File: src/rtl/encoding_block_pkg.sv
// Shared constants and helpers for the lane block encoder: generation codes,
// sync headers, block lengths and the scrambler LFSR definition.
package encoding_block_pkg;

  localparam int LANES = 2;

  localparam logic [1:0] GEN4     = 2'd0;
  localparam logic [1:0] GEN3     = 2'd1;
  localparam logic [1:0] GEN2     = 2'd2;
  localparam logic [1:0] GEN_RSVD = 2'd3;

  localparam logic [3:0] HDR_DATA_G3 = 4'b0101;
  localparam logic [3:0] HDR_OS_G3   = 4'b1010;
  localparam logic [1:0] HDR_DATA_G2 = 2'b01;
  localparam logic [1:0] HDR_OS_G2   = 2'b10;

  localparam logic [3:0] LAST_IDX_G2  = 4'd7;
  localparam logic [3:0] LAST_IDX_G34 = 4'd15;

  // x^23+x^21+x^16+x^8+x^5+x^2+1 as feedback taps on state bits 22,20,15,7,4,1
  localparam logic [22:0] LFSR_SEED = 23'h1DBFBC;
  localparam logic [22:0] LFSR_TAPS = 23'h508092;

  function automatic logic [3:0] last_idx(input logic [1:0] gen);
    return (gen == GEN2) ? LAST_IDX_G2 : LAST_IDX_G34;
  endfunction

  function automatic logic [131:0] build_block(input logic [1:0] gen,
                                               input logic hdr_data,
                                               input logic [127:0] payload);
    logic [131:0] blk;
    blk = '0;
    case (gen)
      GEN3:    blk = {(hdr_data ? HDR_DATA_G3 : HDR_OS_G3), payload};
      GEN2:    blk = {66'd0, (hdr_data ? HDR_DATA_G2 : HDR_OS_G2), payload[63:0]};
      GEN4:    blk = {4'd0, payload};
      default: blk = '0;
    endcase
    return blk;
  endfunction

endpackage

File: src/rtl/encoding_block_scrambler.sv
// Per-lane byte scrambler: XORs each byte with eight LFSR output bits and
// advances the LFSR eight steps when told to.
module lane_scrambler
  import encoding_block_pkg::*;
(
  input  logic       enc_clk,
  input  logic       rst,
  input  logic       advance,
  input  logic       bypass,
  input  logic [7:0] byte_in,
  output logic [7:0] byte_out
);

  logic [22:0] lfsr_reg;
  logic [22:0] lfsr_next;
  logic [7:0]  key_stream;

  always_comb begin
    lfsr_next  = lfsr_reg;
    key_stream = '0;
    for (int k = 0; k < 8; k++) begin
      key_stream[k] = lfsr_next[22];
      lfsr_next     = {lfsr_next[21:0], ^(lfsr_next & LFSR_TAPS)};
    end
  end

  assign byte_out = bypass ? byte_in : (byte_in ^ key_stream);

  always_ff @(posedge enc_clk) begin
    if (rst) begin
      lfsr_reg <= LFSR_SEED;
    end else if (advance) begin
      lfsr_reg <= lfsr_next;
    end
  end

endmodule

File: src/rtl/encoding_block.sv
// Transmit-side block encoder: accumulates one byte per lane per strobe and
// emits sync-header-framed blocks. Define ENCODER_SCRAMBLE_EN to scramble payload.
module encoding_block
  import encoding_block_pkg::*;
(
  input  logic         enc_clk,
  input  logic         rst,
  input  logic         enable_enc,
  input  logic [1:0]   gen_speed,
  input  logic         data_os,
  input  logic [7:0]   lane_0_tx,
  input  logic [7:0]   lane_1_tx,
  output logic [131:0] lane_0_tx_enc,
  output logic [131:0] lane_1_tx_enc,
  output logic         enc_valid,
  output logic         enc_busy
);

  localparam logic [0:0] STATE_IDLE = 1'b0;
  localparam logic [0:0] STATE_FILL = 1'b1;

  logic [0:0] state_reg;
  logic [3:0] idx_reg;
  logic       hdr_data_reg;
  logic [1:0] gen_reg;
  logic       emit_reg;
  logic       valid_reg;

  logic                    accept;
  logic [3:0]              wr_idx;
  logic [LANES-1:0][7:0]   lane_byte;
  logic [LANES-1:0][131:0] lane_enc;

  assign lane_byte[0] = lane_0_tx;
  assign lane_byte[1] = lane_1_tx;

  // Reserved speed never opens a block, so its strobes are simply dropped.
  assign accept = enable_enc && ((state_reg == STATE_FILL) || (gen_speed != GEN_RSVD));
  assign wr_idx = (state_reg == STATE_FILL) ? idx_reg : 4'd0;

`ifdef ENCODER_SCRAMBLE_EN
  logic blk_data;
  assign blk_data = (state_reg == STATE_FILL) ? hdr_data_reg : data_os;
`endif

  genvar gi;
  generate
    for (gi = 0; gi < LANES; gi++) begin : g_lane
      logic [127:0] buf_reg;
      logic [131:0] enc_reg;
      logic [7:0]   pay_byte;

`ifdef ENCODER_SCRAMBLE_EN
      lane_scrambler u_scrambler (
        .enc_clk  (enc_clk),
        .rst      (rst),
        .advance  (accept && blk_data),
        .bypass   (!blk_data),
        .byte_in  (lane_byte[gi]),
        .byte_out (pay_byte)
      );
`else
      assign pay_byte = lane_byte[gi];
`endif

      // Block assembly reads the previous buffer contents, so a strobe in the
      // emit cycle may already overwrite byte 0 of the next block.
      always_ff @(posedge enc_clk) begin
        if (rst) begin
          buf_reg <= '0;
          enc_reg <= '0;
        end else begin
          if (accept) begin
            buf_reg[{wr_idx, 3'b000} +: 8] <= pay_byte;
          end
          if (emit_reg) begin
            enc_reg <= build_block(gen_reg, hdr_data_reg, buf_reg);
          end
        end
      end

      assign lane_enc[gi] = enc_reg;
    end
  endgenerate

  always_ff @(posedge enc_clk) begin
    if (rst) begin
      state_reg    <= STATE_IDLE;
      idx_reg      <= '0;
      hdr_data_reg <= 1'b0;
      gen_reg      <= GEN4;
      emit_reg     <= 1'b0;
      valid_reg    <= 1'b0;
    end else begin
      emit_reg  <= 1'b0;
      valid_reg <= emit_reg;
      case (state_reg)
        STATE_IDLE: begin
          if (accept) begin
            state_reg    <= STATE_FILL;
            idx_reg      <= 4'd1;
            hdr_data_reg <= data_os;
            gen_reg      <= gen_speed;
          end
        end
        default: begin
          if (enable_enc) begin
            if (idx_reg == last_idx(gen_reg)) begin
              state_reg <= STATE_IDLE;
              idx_reg   <= 4'd0;
              emit_reg  <= 1'b1;
            end else begin
              idx_reg <= idx_reg + 4'd1;
            end
          end
        end
      endcase
    end
  end

  assign lane_0_tx_enc = lane_enc[0];
  assign lane_1_tx_enc = lane_enc[1];
  assign enc_valid     = valid_reg;
  assign enc_busy      = (state_reg == STATE_FILL);

endmodule

File: config.mk
export PLATFORM = sky130hd
export DESIGN_NAME = encoding_block
export DESIGN_NICKNAME = d
export VERILOG_FILES = /design/src/rtl/encoding_block_pkg.sv /design/src/rtl/encoding_block_scrambler.sv /design/src/rtl/encoding_block.sv
export SDC_FILE = /design/constraint.sdc
export NUM_CORES = 1
export LEC_CHECK = 0
export CORE_MARGIN = 2
export CORE_UTILIZATION = 35
export CTS_CLUSTER_DIAMETER = 120
export DETAILED_ROUTE_END_ITERATION = 6
export GPL_TIMING_DRIVEN = 0
export PLACE_DENSITY = 0.52
export SLEW_MARGIN = 10
export SYNTH_ARGS = -nofsm -noshare
export SYNTH_HDL_FRONTEND = slang
export SYNTH_SLANG_ARGS = --single-unit
File: constraint.sdc
create_clock -name enc_clk -period 3 [get_ports enc_clk]
set_input_delay 0.3 -clock enc_clk [delete_from_list [all_inputs] [get_ports enc_clk]]
set_output_delay 0.3 -clock enc_clk [all_outputs]
set_load 0.1 [all_outputs]
==> run metrics, run 1 <==
CTS Buffer Depth=3; H-tree Lvls=2; hold_buf cts=0; main flop type after synthesis=dfxtp_1; largest net degree at the start of global routing=14; Post-Synth XOR/XNOR Area=0.00130; Slew Limit Fails=0; Arrival @ worst endpoint=roughly 3.4 ns; CP endpoint kind=flop; total gr overflow=0; clock latency on the worst-skew pair=approximately 0.61 ns; Num CTS Buffers=56; Clk pin slew, worst setup/hold paths=0.06 ns; CTS Root Cell=clkbuf_16; asr flop ratio synth=0; vias in the first global route=16,127; Syn Nets=2,237; Final #Nets=2,584; syn_area_per_cell=9.13 um^2; Hold WC Path Type=primary input to flop; Synth Area in Compound Gates=0.102; die area=0.0596 mm^2; number of antenna violations at the first check in global routing=0; MaxCap Viol Count=0; Lkg Pwr=9.81 nW; R2R setup slack=around 0.17 ns; critical path type=flop to flop; RePlAce Congestion=0.854; Area Overhead vs Synth=28.3%; WL per Instance=approximately 20 um; Adder-Cell Fraction of Synth Area=0.00248; Post-DRT Antenna Nets=0; fill count=between 5,000 and 6,000; Synth Cell Area=0.0202 mm^2; worst vdd ir=0.401 mV; endpoints failing hold=0; WL met2=30,700 um; first-pass GRT wire length=roughly 100,000 um; chip width=244 um; Met1 Routed Length=between 30,000 and 40,000 um; max FFs per register=between 200 and 300; placed cells=3,262; mux cell area share after synthesis=0.0740; status=complete, no violations; First-pass DRT Iterations=5; multi-input logic area=0.00890 mm^2; Tmin final=around 2.8 ns; drt drc=0; Tcrit/Tclk final=0.942; clock sink count=roughly 520; skew final=0.0109 ns; Seq/Total Area, Yosys=0.520; CP Capture Point=lane_1_tx_enc[61]; gr usage total=0.224; Pwr Density=557 mW/mm^2; final setup fails=0; most frequent cells in the layout=523 x dfxtp_1, 311 x a21oi_1, 286 x clkdlybuf4s50_1; CTS tree=done; CP max FO=10; number of synthesized register bits=between 500 and 600; reg2reg path depth=6; core footprint=between 0.05 and 0.06 mm^2; RR Startpoint=emit_reg; FP Rows=88; unrepaired setup endpoints after global routing=no; main combinational cell family by area after synthesis=simple AND/OR/NAND/NOR gates; num ports=~290; Yosys cell types=just under 50; final WL=68,100 um; die height=about 240 um; YS warnings=0; DR top layer=met4; Initial DRC Count=roughly 1,100; Initial Utilization=0.352; total power=14.4 mW; Avg Vias per Cell=4.88; Finished Layout Cells=3,367; RR Endpoint=lane_1_tx_enc[61]; Seq. cell area=between 0.01 and 0.015 mm^2; launch point of the worst path=emit_reg; crit path launch type=flop; simple logic cell fraction of the synthesized area=0.261; ant diodes=0; Mapped Cells=2,211; met3 wire len=4350 um; Fin Hold WS=0.322 ns; Peak Freq=354 MHz; worst-margin pin slew=1.20 ns; share of layout cells above drive strength 1=0.0822; dpl hpwl=51,300 um; IO buf count=286; Post-synth EDFFs=0; Slew headroom=0.199; routed via count=between 15,000 and 20,000; most common cell after layout, fill and taps aside=dfxtp_1; Req. time, crit path=3.54 ns
==> kinds of logic (layout without fill, tap and decap cells) <==
kind of cell	Yosys count	count (layout)
and+or+nand+nor	952	952
muxes	149	149
adders and majority gates	4	4
DFF	524	524
buffers and inverters	181	572
xor gates and xnor gates	3	3
AOI/OAI and AO/OA	398	398
==> final cells by class <==
type / instances / share of cell area
Sequential cell: 524 / 0.405
Multi-Input combinational cell: 1506 / 0.344
Clock inverter: 17 / 0.00633
Buffer: 176 / 0.0307
Timing Repair Buffer: 290 / 0.112
Clock buffer: 85 / 0.0649
Inverter: 4 / 0.000580
Tap cell: 765 / 0.0370
==> worst max-delay path, stage by stage (launching register included) <==
cell and delay (ns):
dfxtp_1 0.30, clkbuf_1 0.52, a21boi_0 0.63, clkbuf_2 0.50
clkbuf_1 0.52, a21oi_1 0.16, nor2_1 0.11
==> report_power, final <==
| part | leakage, nW | switching (mW) | internal, mW | total [mW] |
|---|---|---|---|---|
| Clock | 0.923 | 2.85 | 4.10 | 6.95 |
| Sequential | 4.22 | 0.0131 | 6.98 | 6.99 |
| Combinational | 4.66 | 0.328 | 0.149 | 0.477 |
| Total | 9.81 | 3.19 | 11.2 | 14.4 |
==> Yosys cell counts (2+ instances only) <==
library cell,number,area [um^2]
a21oi_1,311,1560
and3_1,3,18.8
buf_1,5,18.8
buf_2,10,50.1
buf_4,10,75.1
buf_6,8,90.1
clkbuf_1,141,529
clkbuf_4,2,15.0
dfxtp_1,524,10500
ha_1,4,50.1
inv_1,4,15.0
mux2i_1,148,1480
nand2_1,105,394
nand2b_1,166,1040
nand3_1,5,25.0
nand3_2,3,30.0
nand3_4,2,35.0
nand3b_1,116,871
nand4_1,4,25.0
nand4b_1,2,17.5
nor2_1,260,976
nor2b_1,208,1300
nor3_1,2,10.0
nor3b_1,3,22.5
nor4_4,2,42.5
o21a_1,2,15.0
o21ai_0,69,345
o21ai_1,5,25.0
o22ai_1,2,12.5
or2_2,65,407
xnor2_1,2,17.5
==> metal layers <==
| metal | vias to the layer above | track usage |
|---|---|---|
| met1 | 7934 | 0.307 |
| met3 | 93 | 0.0502 |
| li1 | 7999 | - |
| met2 | 411 | 0.356 |
| met5 | - | 0 |
| met4 | 0 | 0.0572 |
==> stage by stage <==
step                area (um^2)  TNS [ns]  worst slack, ns   util
floorplan                 20200         0          0.00497      -
global placement          24000     -7.83           -0.183  0.418
detailed placement        24000    -10.57           -0.217  0.418
CTS                       25900         0          0.00759  0.451
global route              25900         0           0.0158  0.451
finish                    25900         0            0.173  0.451
==> how the worst min path moves through the flow <==
stage | startpoint | end | cells after the start
2_1_floorplan | lane_0_tx[0] | g_lane[0].buf_reg[64] | 2
3_3_place_gp | g_lane[0].buf_reg[71] | g_lane[0].buf_reg[71] | 2
3_5_place_dp | g_lane[1].buf_reg[122] | g_lane[1].buf_reg[122] | 2
4_1_cts | rst | g_lane[1].buf_reg[72] | 3
5_1_grt | data_os | hdr_data_reg | 3
6_report | rst | g_lane[1].buf_reg[72] | 3
==> what timing repair did <==
action / 4_1_cts / 5_1_grt
gates resized for setup: 4 / 12
setup endpoints to repair: 114 / 92
buffers inserted: 4 / 0
pin swaps: 2 / 0
gates cloned: 0 / 0
Note: power is estimated with default switching activity, not from simulation.
==> inputs of run 2 (changes only) <==
- ABC_AREA: unset -> 0
- CELL_PAD_IN_SITES_DETAIL_PLACEMENT: unset -> 0
- CELL_PAD_IN_SITES_GLOBAL_PLACEMENT: unset -> 1
- PLACE_DENSITY: 0.52 -> 0.66
==> run metrics, run 2 (same netlist as run 1, synthesis figures left out) <==
status=complete, no violations; share of layout cells above drive strength 1=0.0839 (+0.00170); dpl hpwl=51,500 um (+0.34%); Area Overhead vs Synth=29.3%; Clk pin slew, worst setup/hold paths=0.06 ns (about the same); Req. time, crit path=3.56 ns (+0.02 ns); max FFs per register=256 (unchanged); met3 wire len=3980 um (-8.6%); first-pass GRT wire length=102,000 um (+1.0%); die area=0.0596 mm^2 (unchanged); Peak Freq=347 MHz (-2.0%); Pwr Density=578 mW/mm^2 (+3.8%); cell area after layout=0.0261 mm^2 (+0.76%); Met1 Routed Length=32,500 um (+3.2%); fill count=5,604 (+0.77%); Initial Utilization=0.352 (unchanged); Initial DRC Count=1,020 (-5.8%); vias in the first global route=16,399 (+1.7%); largest net degree at the start of global routing=16 (+2); CP endpoint kind=flop; worst-margin pin slew=1.18 ns (-0.0214 ns); Tcrit/Tclk final=0.961 (+0.0191); Post-DP Area=0.0240 mm^2 (unchanged); gr usage total=0.226 (+0.00202); Final #Nets=2,587 (+0.12%); Slew headroom=0.213 (+0.0143); Lkg Pwr=9.90 nW (+0.89%); CP max FO=10 (unchanged); Avg Vias per Cell=4.89 (about the same); unrepaired setup endpoints after global routing=no; IO buf count=286 (unchanged); CTS Buffer Depth=3 (unchanged); number of antenna violations at the first check in global routing=0 (unchanged); CTS tree=done; chip width=244 um (unchanged); clock latency on the worst-skew pair=0.62 ns (about the same); multi-input logic area=0.00889 mm^2 (-0.13%); final WL=69,200 um (+1.6%); DR top layer=met4; First-pass DRT Iterations=5 (unchanged); most frequent cells in the layout=523 x dfxtp_1, 311 x a21oi_1, 286 x clkdlybuf4s50_1; final worst setup slack=0.116 ns (-0.0574 ns); CTS Root Cell=clkbuf_16; final setup fails=0 (unchanged); MaxCap Viol Count=0 (unchanged); FP Rows=88 (unchanged); Num CTS Buffers=58 (+3.6%); clock sink count=524 (unchanged); ant diodes=0 (unchanged); total gr overflow=0 (unchanged); most common cell after layout, fill and taps aside=dfxtp_1; WL per Instance=20.5 um (+1.4%); Post-DRT Antenna Nets=0 (unchanged); skew final=0.0230 ns (+0.0121 ns); Seq. cell area=0.0105 mm^2 (unchanged); drt drc=0 (unchanged); RePlAce Congestion=0.865 (+1.3%); Tmin final=2.88 ns (+0.0574 ns); critical path type=flop to flop; Slew Limit Fails=0 (unchanged); core footprint=0.0574 mm^2 (unchanged); WL met2=31,400 um (+2.3%); num ports=288 (unchanged); hold_buf cts=0 (unchanged); Arrival @ worst endpoint=3.44 ns (+0.08 ns); Hold WC Path Type=primary input to flop; crit path launch type=flop; setup TNS=0 ns (unchanged); endpoints failing hold=0 (unchanged); worst vdd ir=0.463 mV (+15%); H-tree Lvls=2 (unchanged); die height=244 um (unchanged); dpl ws=-0.237 ns (-0.0198 ns); routed via count=16,485 (+0.29%)
==> run 2: cell type report <==
type / instances / area share
inverters: 4 / 0.000575
plain buffers: 177 / 0.0305
repair buffers: 290 / 0.111
clock buffers: 83 / 0.0650
well taps: 765 / 0.0367
flip-flops and latches: 524 / 0.402
clock inverters: 25 / 0.0136
multi-input cells: 1506 / 0.341
==> run 2: metal layers <==
| layer | track usage | vias up |
|---|---|---|
| li1 | - | 8012 |
| met1 | 0.307 | 7965 |
| met2 | 0.366 | 413 |
| met3 | 0.0483 | 95 |
| met4 | 0.0534 | 0 |
| met5 | 0 | - |
==> run 2: repair_timing <==
item	4_1_cts	5_1_grt
setup endpoints to repair	143	56
pin swaps	2	0
gates resized for setup	4	9
endpoints found under the hold margin	0	0
setup buffers	4	0
==> run 2: worst max-delay path: stages, from the launching register on <==
cell and delay (ns):
dfxtp_1 0.30, clkbuf_1 0.51, a21boi_0 0.68, clkbuf_2 0.50, clkbuf_1 0.54, a21oi_1 0.16
nor2_1 0.11
==> run 2: through the flow <==
stage / hold slack (ns) / util / total power, mW / instances
after floorplan: 0.436 / - / 7.41 / 2211
after global placement: 0.442 / 0.418 / 7.62 / 3262
after detailed placement: 0.451 / 0.418 / 7.62 / 3262
after CTS: 0.246 / 0.455 / 15.2 / 3374
after global routing: 0.342 / 0.455 / 15.5 / 3374
final: 0.294 / 0.455 / 15.1 / 3374
==> run 2: path summary, 6_finish.rpt <==
check / startpoint / endpoint / slack, ns / cells after the start
worst max-delay path: emit_reg / lane_0_tx_enc[0] / 0.12 / 6
worst max register to register: emit_reg / lane_0_tx_enc[0] / 0.12 / 6
worst min register to register: g_lane[1].buf_reg[106] / g_lane[1].buf_reg[106] / 0.46 / 2
worst min-delay path: rst / lane_0_tx_enc[65] / 0.29 / 4
==> run 2: report_power, final <==
group	switching (mW)	internal [mW]	total [mW]
combinational	0.333	0.149	0.482
clock	2.99	4.62	7.61
sequential	0.0135	6.98	6.99
==> inputs of run 3 (changes only) <==
- ABC_CLOCK_PERIOD_IN_PS: unset -> 3000
==> results of run 3 <==
The final DEF is identical to that of run 2; final timing and power are the same.
